--- src/rtl/mdu_seq_pkg.sv ---
// ============================================================================
// Module      : mdu_seq_pkg
// Description : Shared types and constants for the RV32M multiply/divide unit.
// Revision    : 1.0 - initial release
// ============================================================================
`default_nettype none

package mdu_seq_pkg;

    localparam int MDU_XLEN  = 32;
    localparam int MDU_CNT_W = $clog2(MDU_XLEN);

    // Encoding matches funct3 of the RV32M instructions.
    typedef enum logic [2:0] {
        MDU_MUL    = 3'b000,
        MDU_MULH   = 3'b001,
        MDU_MULHSU = 3'b010,
        MDU_MULHU  = 3'b011,
        MDU_DIV    = 3'b100,
        MDU_DIVU   = 3'b101,
        MDU_REM    = 3'b110,
        MDU_REMU   = 3'b111
    } mdu_op_e;

    typedef enum logic [1:0] {
        MDU_IDLE = 2'd0,
        MDU_CALC = 2'd1,
        MDU_FIX  = 2'd2,
        MDU_DONE = 2'd3
    } mdu_state_e;

    function automatic logic op_a_signed(input mdu_op_e op);
        return (op == MDU_MULH) || (op == MDU_MULHSU) || (op == MDU_DIV) || (op == MDU_REM);
    endfunction

    function automatic logic op_b_signed(input mdu_op_e op);
        return (op == MDU_MULH) || (op == MDU_DIV) || (op == MDU_REM);
    endfunction

endpackage

`default_nettype wire

--- src/rtl/mdu_seq.sv ---
// ============================================================================
// Module      : mdu_seq
// Description : Iterative RV32M sequencer, shift-add multiply / restoring divide.
// Revision    : 1.0 - initial release
// ============================================================================
`default_nettype none

module mdu_seq
    import mdu_seq_pkg::*;
#(
    parameter int XLEN  = MDU_XLEN,
    parameter int CNT_W = $clog2(XLEN)
) (
    input  logic            clk_i,
    input  logic            rst_i,
    input  logic            flush_i,
    input  logic            req_valid_i,
    output logic            req_ready_o,
    input  mdu_op_e         req_op_i,
    input  logic [XLEN-1:0] req_a_i,
    input  logic [XLEN-1:0] req_b_i,
    output logic            resp_valid_o,
    input  logic            resp_ready_i,
    output logic [XLEN-1:0] resp_result_o,
    output logic            busy_o
);

    localparam logic [XLEN-1:0]  C_INT_MIN = {1'b1, {(XLEN-1){1'b0}}};
    localparam logic [CNT_W-1:0] C_CNT_TOP = CNT_W'(XLEN - 1);

    mdu_state_e       state_q;
    mdu_op_e          op_q;
    logic [CNT_W-1:0] cnt_q;
    logic [XLEN-1:0]  hi_q, lo_q, m_q, result_q;
    logic             neg_q, ready_q, valid_q, busy_q;

    // Request decode: magnitudes, sign fixup flag and the no-iteration cases.
    logic            a_neg, b_neg, div_zero, div_ovf, is_special, neg_init;
    logic [XLEN-1:0] a_mag, b_mag, special_res;

    always_comb begin
        a_neg       = op_a_signed(req_op_i) && req_a_i[XLEN-1];
        b_neg       = op_b_signed(req_op_i) && req_b_i[XLEN-1];
        a_mag       = a_neg ? (-req_a_i) : req_a_i;
        b_mag       = b_neg ? (-req_b_i) : req_b_i;
        div_zero    = (req_b_i == '0);
        div_ovf     = ((req_op_i == MDU_DIV) || (req_op_i == MDU_REM)) &&
                      (req_a_i == C_INT_MIN) && (req_b_i == '1);
        is_special  = req_op_i[2] && (div_zero || div_ovf);
        neg_init    = (req_op_i == MDU_REM) ? a_neg : (a_neg ^ b_neg);
        special_res = '0;
        case (req_op_i)
            MDU_DIV, MDU_DIVU: special_res = div_zero ? '1 : C_INT_MIN;
            MDU_REM, MDU_REMU: special_res = div_zero ? req_a_i : '0;
            default:           special_res = '0;
        endcase
    end

    // One iteration: the multiply adds the multiplicand into the high half,
    // the divide trial-subtracts the divisor from the shifted remainder.
    logic [XLEN+1:0] add_a, add_b, sum;
    logic            div_ok;
    logic [XLEN-1:0] hi_d, lo_d;

    always_comb begin
        add_a  = op_q[2] ? {1'b0, hi_q, lo_q[XLEN-1]} : {2'b00, hi_q};
        add_b  = op_q[2] ? ~{2'b00, m_q} : (lo_q[0] ? {2'b00, m_q} : '0);
        sum    = add_a + add_b + (XLEN+2)'(op_q[2]);
        div_ok = ~sum[XLEN+1];
        if (op_q[2]) begin
            hi_d = div_ok ? sum[XLEN-1:0] : add_a[XLEN-1:0];
            lo_d = {lo_q[XLEN-2:0], div_ok};
        end else begin
            hi_d = sum[XLEN:1];
            lo_d = {sum[0], lo_q[XLEN-1:1]};
        end
    end

    logic [2*XLEN-1:0] prod, prod_fix;
    logic [XLEN-1:0]   quo_fix, rem_fix, fix_res;

    always_comb begin
        prod     = {hi_q, lo_q};
        prod_fix = neg_q ? (-prod) : prod;
        quo_fix  = neg_q ? (-lo_q) : lo_q;
        rem_fix  = neg_q ? (-hi_q) : hi_q;
        fix_res  = '0;
        case (op_q)
            MDU_MUL:                        fix_res = prod_fix[XLEN-1:0];
            MDU_MULH, MDU_MULHSU, MDU_MULHU: fix_res = prod_fix[2*XLEN-1:XLEN];
            MDU_DIV, MDU_DIVU:              fix_res = quo_fix;
            MDU_REM, MDU_REMU:              fix_res = rem_fix;
            default:                        fix_res = '0;
        endcase
    end

    // Flush behaves exactly like reset so an aborted op leaves no residue.
    always_ff @(posedge clk_i) begin
        if (rst_i || flush_i) begin
            state_q  <= MDU_IDLE;
            op_q     <= MDU_MUL;
            cnt_q    <= '0;
            hi_q     <= '0;
            lo_q     <= '0;
            m_q      <= '0;
            neg_q    <= 1'b0;
            result_q <= '0;
            ready_q  <= 1'b1;
            valid_q  <= 1'b0;
            busy_q   <= 1'b0;
        end else begin
            case (state_q)
                MDU_IDLE: begin
                    if (req_valid_i) begin
                        op_q    <= req_op_i;
                        neg_q   <= neg_init;
                        hi_q    <= '0;
                        lo_q    <= req_op_i[2] ? a_mag : b_mag;
                        m_q     <= req_op_i[2] ? b_mag : a_mag;
                        ready_q <= 1'b0;
                        busy_q  <= 1'b1;
                        if (is_special) begin
                            result_q <= special_res;
                            valid_q  <= 1'b1;
                            state_q  <= MDU_DONE;
                        end else begin
                            cnt_q    <= C_CNT_TOP;
                            state_q  <= MDU_CALC;
                        end
                    end
                end
                MDU_CALC: begin
                    hi_q <= hi_d;
                    lo_q <= lo_d;
                    if (cnt_q == '0) begin
                        state_q <= MDU_FIX;
                    end else begin
                        cnt_q <= cnt_q - 1'b1;
                    end
                end
                MDU_FIX: begin
                    result_q <= fix_res;
                    valid_q  <= 1'b1;
                    state_q  <= MDU_DONE;
                end
                MDU_DONE: begin
                    if (resp_ready_i) begin
                        valid_q <= 1'b0;
                        ready_q <= 1'b1;
                        busy_q  <= 1'b0;
                        state_q <= MDU_IDLE;
                    end
                end
                default: state_q <= MDU_IDLE;
            endcase
        end
    end

    assign req_ready_o   = ready_q;
    assign resp_valid_o  = valid_q;
    assign resp_result_o = result_q;
    assign busy_o        = busy_q;

endmodule

`default_nettype wire

--- config.mk ---
export PLATFORM = sky130hd
export DESIGN_NAME = mdu_seq
export DESIGN_NICKNAME = d
export VERILOG_FILES = /design/src/rtl/mdu_seq_pkg.sv /design/src/rtl/mdu_seq.sv
export SDC_FILE = /design/constraint.sdc
export NUM_CORES = 1
export LEC_CHECK = 0
export ABC_AREA = 0
export ABC_CLOCK_PERIOD_IN_PS = 4700
export CAP_MARGIN = 20
export CORE_ASPECT_RATIO = 0.5
export CORE_UTILIZATION = 36
export DETAILED_ROUTE_END_ITERATION = 12
export GPL_TIMING_DRIVEN = 0
export PLACE_DENSITY_LB_ADDON = 0.08
export SLEW_MARGIN = 20
export SYNTH_ARGS = -nofsm -noshare
export SYNTH_HDL_FRONTEND = slang
export SYNTH_SLANG_ARGS = --single-unit
--- constraint.sdc ---
create_clock -name clk_i -period 4.7 [get_ports clk_i]
set_clock_uncertainty 0.15 [all_clocks]
set_input_delay 0.94 -clock clk_i [delete_from_list [all_inputs] [get_ports clk_i]]
set_output_delay 0.94 -clock clk_i [all_outputs]
set_load 0.01 [all_outputs]
# Word-level counts from Yosys, hierarchy flattened
# Cells that the tools add are included.
# op_classes
n_addsub	8
shifts	0
order_cmp	0
mux	43
n_eq_ne	24
div_mod_pow	0
bitwise	3
multipliers	0
n_reduce_logical	33
# ops
op	count
two-way mux 32 bit	15
one-hot mux 32 bit (2 select lines)	4
negation 32 bit	4
one-hot mux 32 bit (4 select lines)	1
equality test 32 bit (second input constant)	2
two-way mux 64 bit	1
negation 64 bit	1
adder 33 x 34 -> 34 bit	1
adder 34 x 1 -> 34 bit	1
two-way mux 34 bit	1
inverter 32 -> 34 bit	1
two-way mux 33 bit	1
logical NOT 32 bit	1
two-way mux 31 bit	1
equality test 3 bit (second input constant)	8
two-way mux 5 bit	3
!= test 2 bit (second input constant)	6
one-hot mux 5 bit (2 select lines)	1
equality test 3 x 2 -> 1 bit (second input constant)	3
AND reduction 3 bit	3
logical OR 1 bit	8
two-way mux 2 bit	4
one-hot mux 2 bit (4 select lines)	1
AND reduction 4 bit	2
other kinds (18)	37
# totals
memories	0
output_inout_bits	35
elab_cells	122
ram_bits	0
inputBits	72
mem_bits_ro	0
latchBits	0
reg_bits	142

# Logic depth before layout (Yosys ltp)
# Gate-level depths: netlist (run 1).
# depth
depth_word	9
mapped_depth	19
mapped_depth_nobuf	13

# Worst setup path before layout (run 1)
# OpenSTA, ideal clock, no wires.
# synth_timing
path_kind	register -> register
startpoint	register op_q[2]
endpoint	register hi_q[25]
required_ns	4.459
setup_slack_ns	0.071
arrival_time_ns	4.388
path_stages_with_launch	17
synth_period_minus_slack_ns	4.629
setup_time_ns	0.091
n_path_buf	7
cell_sequence	dfxtp_1 > clkbuf_1 > clkbuf_1 > buf_1 > clkbuf_1 > mux2_2 > ha_1 > clkbuf_1 > and4_1 > nand2_1 > nor3_1 > and3_1 > a21o_1 > clkbuf_1 > buf_1 > a21oi_1 > a311oi_1
# synth_between
elab_chain_cells	6
elab_cells_between_ends	7
classes_between	add/sub (2); mux (5)
# synth_rtl
element	line	text
from (decl)	mdu_seq.sv:32	mdu_op_e op_q;
from (signal assigned)	mdu_seq.sv:115	op_q <= req_op_i;
two-way mux 33 bit / two-way mux 34 bit (equally long branches)	mdu_seq.sv:66, mdu_seq.sv:67	
adder 33 x 34 -> 34 bit	mdu_seq.sv:68	sum = add_a + add_b + (XLEN+2)'(op_q[2]);
adder 34 x 1 -> 34 bit	mdu_seq.sv:68	
two-way mux 32 bit	mdu_seq.sv:71	hi_d = div_ok ? sum[XLEN-1:0] : add_a[XLEN-1:0];
two-way mux 32 bit *	mdu_seq.sv:70	if (op_q[2]) begin
one-hot mux 32 bit (2 select lines) *	mdu_seq.sv:112	case (state_q)
to (signal assigned)	mdu_seq.sv:133	hi_q <= hi_d;
to (decl)	mdu_seq.sv:34	logic [XLEN-1:0] hi_q, lo_q, m_q, result_q;
# Mark *: on every way between the ends. The rest lies on a longest branch, timed or not.
# A chain may end at the register's enable or synchronous reset.

# Worst setup path after layout (run 1)
# layout_timing
startpoint	register op_q[2]
endpoint	register hi_q[6]
# The elaborated chain is that of the path after synthesis.

==> flow_summary.toml, run 1 <==
[critical_path]
crit_type = "reg2reg"
critPathMostFrequentCell = "clkbuf_4"
cpPeakStageDelay_ns = 0.60
cp_num_buf_inv = 4
arrival_ns = 4.78
worst_ep_required_time_ns = 4.89
cp_max_fo = 19
cp_slowest_cell = "clkbuf_2"
crit_path_end_kind = "flip-flop"
path_delay_family = "buffers and inverters"
cp_cell_sequence = "buf_4, clkbuf_4, clkbuf_2, mux2_2, ha_1, nand2_1, nor2_2, a41oi_2, a21oi_1, or2_2, a211o_1, clkbuf_4, o221ai_1, o21ai_0"
startpoint_type = "flip-flop"

[placement]
place_hpwl_mm = 57.2
portBuffers = 105
pre_cts_ws_ns = -1.75
place.gp.congestion = 1.02
dp_cells = 2576

[synth]
synth_area_um2 = 13900
synthDistinctLibCells = 85
yosysSeqAreaShare_pct = 20.4
ys_warn_count = 0
syn-num-nets = 2068
synth.avg_cell_area_um2 = 7.14
synth_ff_type = "dfxtp_1"
async_flop_share_pct = 0
synth_edf_count = 0
synth_seq_cells = 142
postSynthCellCount = 1951

[sta]
timing.final.crit_share_pct = 97.8
setup_ws_ns = 0.104
hold_violations = 0
worst_pin_slew_ns = 1.28
setup_violations = 0
hold_ws_ns = 0.314
report.final.slew_viol_count = 0
fin_setup_tns_ns = 0
timing.final.crit_period_ns = 4.60
relSlewSlack_pct = 13.8
fmax_mhz = 218

[clocking]
h-tree-depth = 4
numCtsBuffers = 17
cts_root_buf = "clkbuf_16"
clock_path_buffers = 2
cts.sinks = 142
tritoncts = "yes"
path_clk_slew_ns = 0.07
clk_latency_ns = 0.47

[detailed_routing]
ant_nets = 0
drtIter0Drc = 2176
avgViaCountPerCell = 6.39
drt-total-wl_mm = 71.6
firstDrtPassIters = 8
routedWlPerCell_um = 27.5
drcViolationCount = 0
vias = 16665

[final_layout]
final_cell_mix = "o21ai_0 (184), nand2_1 (184), a21oi_1 (163)"
final_nets = 2190
area_growth_pct = 17.8
instances_no_fill = 2607
drive_gt1_share_pct = 8.34

[global_routing]
grt_pass1_wl_mm = 103
grt_usage_pct = 35.7
antenna_found_initial = 1
overflow = 0
grt_pass1_vias = 15036
grt_max_degree = 20

[power_and_ir_drop]
p_leak_nw = 5.95
irDropWorstVdd_mv = 0.185
powerDensity_nw_per_um2 = 223

[floorplan]
io_pins = 107
fp.dieW_um = 280
die_area_um2 = 39500
fp.coreArea_um2 = 37700
die-height_um = 141
start_util_pct = 36.9
rows = 50

[hold_path]
hold_path.class = "reg2reg"

[run]
drv_cap = 0

[run_status]
status = "complete, no violations"
==> registers in the layout, summed over array words and instances (netlist names) <==
| register | flops |
|---|---|
| busy_o | 1 |
| cnt_q | 5 |
| hi_q | 32 |
| lo_q | 32 |
| m_q | 32 |
| neg_q | 1 |
| op_q | 3 |
| req_ready_o | 1 |
| resp_result_o | 32 |
| resp_valid_o | 1 |
| state_q | 2 |
==> cells in the mapped netlist, types with 5 or more instances <==
master      n  area share, %
or3_1      23            1.0
a41oi_1    10           0.63
xor2_1     68            4.3
a22o_1      9           0.57
or2_2       9           0.40
nand4_1    26            1.2
and3_1     18           0.81
xnor2_1    63            4.0
mux2i_1    50            3.6
o31ai_1    24            1.3
or4_1      19            1.0
inv_1      38            1.0
nor4_1     27            1.2
buf_2       6           0.22
o22ai_1    20           0.90
o211ai_1   26            1.4
dfxtp_1   142             20
ha_1       43            3.9
o31a_1      6           0.38
nor2b_1     5           0.22
nand3_1    69            2.5
nor3_1     48            1.7
o21a_1     10           0.54
a22oi_1    11           0.59
nand2_1   184            5.0
mux2_2     53            4.3
o41ai_1    18            1.1
buf_1      10           0.27
a211oi_1   35            1.9
and2_1      8           0.36
clkbuf_1  150            4.0
o21ai_1    34            1.2
a31oi_1    39            1.8
nand2b_1   17           0.76
o21ai_0   188            6.8
nor2_1    142            3.8
a21oi_1   168            6.0
a311oi_1    6           0.38
a21o_1     16           0.86
a221oi_1    8           0.50
o221ai_1   14           0.88
o211a_1     6           0.43
==> per-layer routing <==
layer  GRT usage, %  vias to the layer above  wire (um)
li1               -                     7538          -
met1           50.3                     7981      31700
met2           47.6                     1000      27300
met3           15.0                      144      10300
met4           12.1                        2       2340
met5              0                        -         13
==> final timing paths <==
path	startpoint	to	slack, ns	depth (start not counted)
setup / recovery	op_q[2]$_SDFFE_PP0P_	hi_q[6]$_SDFFE_PP0P_	0.10	14
setup reg to reg	op_q[2]$_SDFFE_PP0P_	hi_q[6]$_SDFFE_PP0P_	0.10	14
hold reg to reg	m_q[16]$_SDFFE_PP0P_	m_q[16]$_SDFFE_PP0P_	0.31	2
hold / removal	m_q[16]$_SDFFE_PP0P_	m_q[16]$_SDFFE_PP0P_	0.31	2
==> kinds of logic (layout without fill, tap and decap cells) <==
family	count (synthesis)	after routing	synth area share, %
AO/OA/AOI/OAI	694	694	31.2
XOR/XNOR	131	131	8.24
adder cells (fa/ha/maj)	45	45	4.15
buffers and inverters	209	344	5.90
flip-flops	142	142	20.4
multiplexers	103	103	7.88
other	0	1	0
AND/OR/NAND/NOR	627	627	22.2
==> power breakdown <==
part | internal [W] | total (W) | switching (W) | leakage (nW)
registers | 0.00124 | 0.00129 | 0.0000495 | 1.15
logic | 0.000321 | 0.00101 | 0.000688 | 4.53
clock network | 0.000693 | 0.00136 | 0.000665 | 0.264
total | 0.00225 | 0.00365 | 0.00140 | 5.95
==> metrics by stage <==
stage          utilization [%]  power [W]  area [um2]
6_report                  43.5    0.00365       16400
5_1_grt                   43.5    0.00375       16400
4_1_cts                   43.1    0.00360       16300
2_1_floorplan                -    0.00185       13900
3_3_place_gp              41.4    0.00226       15600
3_5_place_dp              41.4    0.00226       15600
==> what timing repair did <==
item / in CTS / in global routing
gates cloned: 0 / 0
hold buffers: 0 / 0
gates resized for setup: 38 / 36
setup endpoints to repair: 38 / 56
pin swaps: 1 / 3
setup buffers: 1 / 6
==> layout make-up <==
| type | instances | area, um2 |
|---|---|---|
| multi-input combinational | 1600 | 10400 |
| tap | 520 | 651 |
| inverter | 38 | 146 |
| fill | 3943 | 21300 |
| clock buffer | 17 | 425 |
| antenna | 1 | 2.50 |
| timing repair buffer | 112 | 1100 |
| clock inverter | 15 | 129 |
| sequential | 142 | 2840 |
| buffer | 162 | 699 |
==> worst register-to-register path, stage by stage (launching register included) <==
cell	delay, ns
dfxtp_1	0.40
buf_4	0.24
clkbuf_4	0.30
clkbuf_2	0.60
mux2_2	0.43
ha_1	0.37
nand2_1	0.22
nor2_2	0.10
a41oi_2	0.25
a21oi_1	0.16
or2_2	0.33
a211o_1	0.35
clkbuf_4	0.24
o221ai_1	0.19
o21ai_0	0.13
Note: power is estimated with default switching activity, not from simulation.
==> run 2: changes to the inputs <==
--- a/config.mk
+++ b/config.mk
@@ -9,10 +9,12 @@
 export ABC_CLOCK_PERIOD_IN_PS = 4700
 export CAP_MARGIN = 20
 export CORE_ASPECT_RATIO = 0.5
+export CORE_MARGIN = 3
 export CORE_UTILIZATION = 36
 export DETAILED_ROUTE_END_ITERATION = 12
 export GPL_TIMING_DRIVEN = 0
 export PLACE_DENSITY_LB_ADDON = 0.08
+export SETUP_SLACK_MARGIN = 0.15
 export SLEW_MARGIN = 20
 export SYNTH_ARGS = -nofsm -noshare
 export SYNTH_HDL_FRONTEND = slang
==> run 2 against run 1 <==
Critical path type unchanged. Critical path depth decreased by 6. Highest routed layer unchanged. Sequential power is essentially flat. Cell count grew 0.46%. Combinational power about the same.
==> flow_summary.toml, run 2 (synthesis gave the netlist of run 1 again) <==
[hold_path]
min_to = "m_q[16]$_SDFFE_PP0P_"
hold_path.class = "reg2reg"
min_from = "m_q[16]$_SDFFE_PP0P_"
hold_path_depth = 2

[floorplan]
rows = 50
start_util_pct = 36.9
io_pins = 107
die_area_um2 = 41200
fp.dieW_um = 284
fp.coreArea_um2 = 37800
die-height_um = 145

[sta]
hold_violations = 0
rsz0062_at_grt = "no"
timing.final.crit_period_ns = 4.60
report.final.slew_viol_count = 0
relSlewSlack_pct = 22.4
hold_ws_ns = 0.317
fmax_mhz = 217
timing.final.crit_share_pct = 98.0
worst_pin_slew_ns = 1.16
setup_violations = 0

[power_and_ir_drop]
swShare_pct = 37.7
irDropWorstVdd_mv = 0.244
p_leak_nw = 6.06
clkPwrFrac_pct = 37.7
powerDensity_nw_per_um2 = 223
p_int_w = 0.00231
netSwitchingPower_w = 0.00139
combinationalPowerShare_pct = 27.6
sequentialPowerShare_pct = 34.7

[critical_path]
worst_r2r_path_depth = 8
regToRegStartpoint = "neg_q$_SDFFE_PP0P_"
startpoint_type = "flip-flop"
timing.rr.end = "resp_result_o[26]$_SDFFE_PP0P_"
crit_type = "reg2reg"
crit_path_end_kind = "flip-flop"
worst_ep_required_time_ns = 4.85
cp_max_fo = 10
r2r_setup_slack_ns = 0.1
arrival_ns = 4.76

[global_routing]
antenna_found_initial = 1
grt_usage_pct = 34.4
grt_pass1_vias = 15178
overflow = 0
grt_pass1_wl_mm = 106
grt_max_degree = 17

[clocking]
numCtsBuffers = 17
h-tree-depth = 4
clock_path_buffers = 2
cts_hold_buffers = 0
tritoncts = "yes"
path_clk_slew_ns = 0.07
cts_root_buf = "clkbuf_16"
cts.sinks = 142
clk_latency_ns = 0.45

[detailed_routing]
firstDrtPassIters = 6
routedWlPerCell_um = 28.1
drcViolationCount = 0
drtIter0Drc = 2253
ant_nets = 0
drt-total-wl_mm = 73.7
avgViaCountPerCell = 6.37
vias = 16677

[final_layout]
area_growth_pct = 19.0
seq_area_um2 = 2840
final_common_cell = "nand2_1"
drive_gt1_share_pct = 9.24
post-route-util_pct = 43.9
multiInputGateArea_um2 = 10400
final_nets = 2203
diodes = 0
n_fill_cell = 4041
final_cell_mix = "nand2_1 (184), o21ai_0 (182), a21oi_1 (162)"

[run]
drv_cap = 0

[run_status]
status = "complete, no violations"

[placement]
place_hpwl_mm = 58.9
place.gp.congestion = 1.01
portBuffers = 105
[run 2: per-stage QoR]
| stage | total power [W] | area (um2) | setup WS (ns) | cells | TNS (ns) |
|---|---|---|---|---|---|
| after global placement | 0.00227 | 15600 | -1.78 | 2576 | -65.49 |
| after detailed placement | 0.00227 | 15600 | -1.80 | 2576 | -63.70 |
| after floorplan | 0.00185 | 13900 | 0.168 | 1951 | 0 |
| after CTS | 0.00365 | 16400 | 0.0891 | 2609 | 0 |
| final | 0.00370 | 16600 | 0.0959 | 2619 | 0 |
| after global routing | 0.00381 | 16600 | 0.123 | 2619 | 0 |
[run 2: per-layer routing]
metal	track usage, %	share of wire [%]
met4	10.4	3.0
met5	0	0.016
met2	45.6	38
met3	11.6	12
met1	51.2	46
[run 2: worst max-delay path by stage]
stage | start | endpoint | slack [ns] | cells past startpoint
2_1_floorplan | op_q[2]$_SDFFE_PP0P_ | hi_q[6]$_SDFFE_PP0P_ | 0.17 | 16
3_3_place_gp | op_q[2]$_SDFFE_PP0P_ | hi_q[25]$_SDFFE_PP0P_ | -1.78 | 16
3_5_place_dp | op_q[2]$_SDFFE_PP0P_ | hi_q[25]$_SDFFE_PP0P_ | -1.80 | 16
4_1_cts | op_q[2]$_SDFFE_PP0P_ | hi_q[25]$_SDFFE_PP0P_ | 0.09 | 17
5_1_grt | op_q[2]$_SDFFE_PP0P_ | hi_q[6]$_SDFFE_PP0P_ | 0.12 | 15
6_report | neg_q$_SDFFE_PP0P_ | resp_result_o[26]$_SDFFE_PP0P_ | 0.1 | 8
[run 2: power by group through the flow]
stage / Sequential, W / Combinational (W) / Clock [W]
3_3_place_gp: 0.00131 / 0.000965 / 0
6_report: 0.00129 / 0.00102 / 0.00139
2_1_floorplan: 0.00129 / 0.000557 / 0
4_1_cts: 0.00128 / 0.000969 / 0.00140
3_5_place_dp: 0.00131 / 0.000959 / 0
5_1_grt: 0.00129 / 0.00107 / 0.00145
[run 2: what timing repair did]
action                                  in CTS  in global routing
buffers inserted                             1                 10
endpoints found under the setup margin      58                 59
pin swaps                                    2                 11
gates resized for setup                     63                 47
[run 2: worst max-delay path, stage by stage, from the launching register on]
cell and delay (ns):
dfxtp_1 0.31, clkbuf_1 0.54, clkbuf_1 0.60, clkbuf_1 0.61, buf_1 0.63, clkbuf_1 0.58
o21ai_0 0.28, a31oi_1 0.57, o22ai_1 0.15
[run 2: layout make-up]
cell class	instances	area share [%]
clock inverter	14	0.876
multi-input combinational	1600	62.9
inverter	38	0.883
sequential	142	17.2
clock buffer	18	2.59
timing repair buffer	116	6.84
tap	520	3.93
buffer	171	4.82
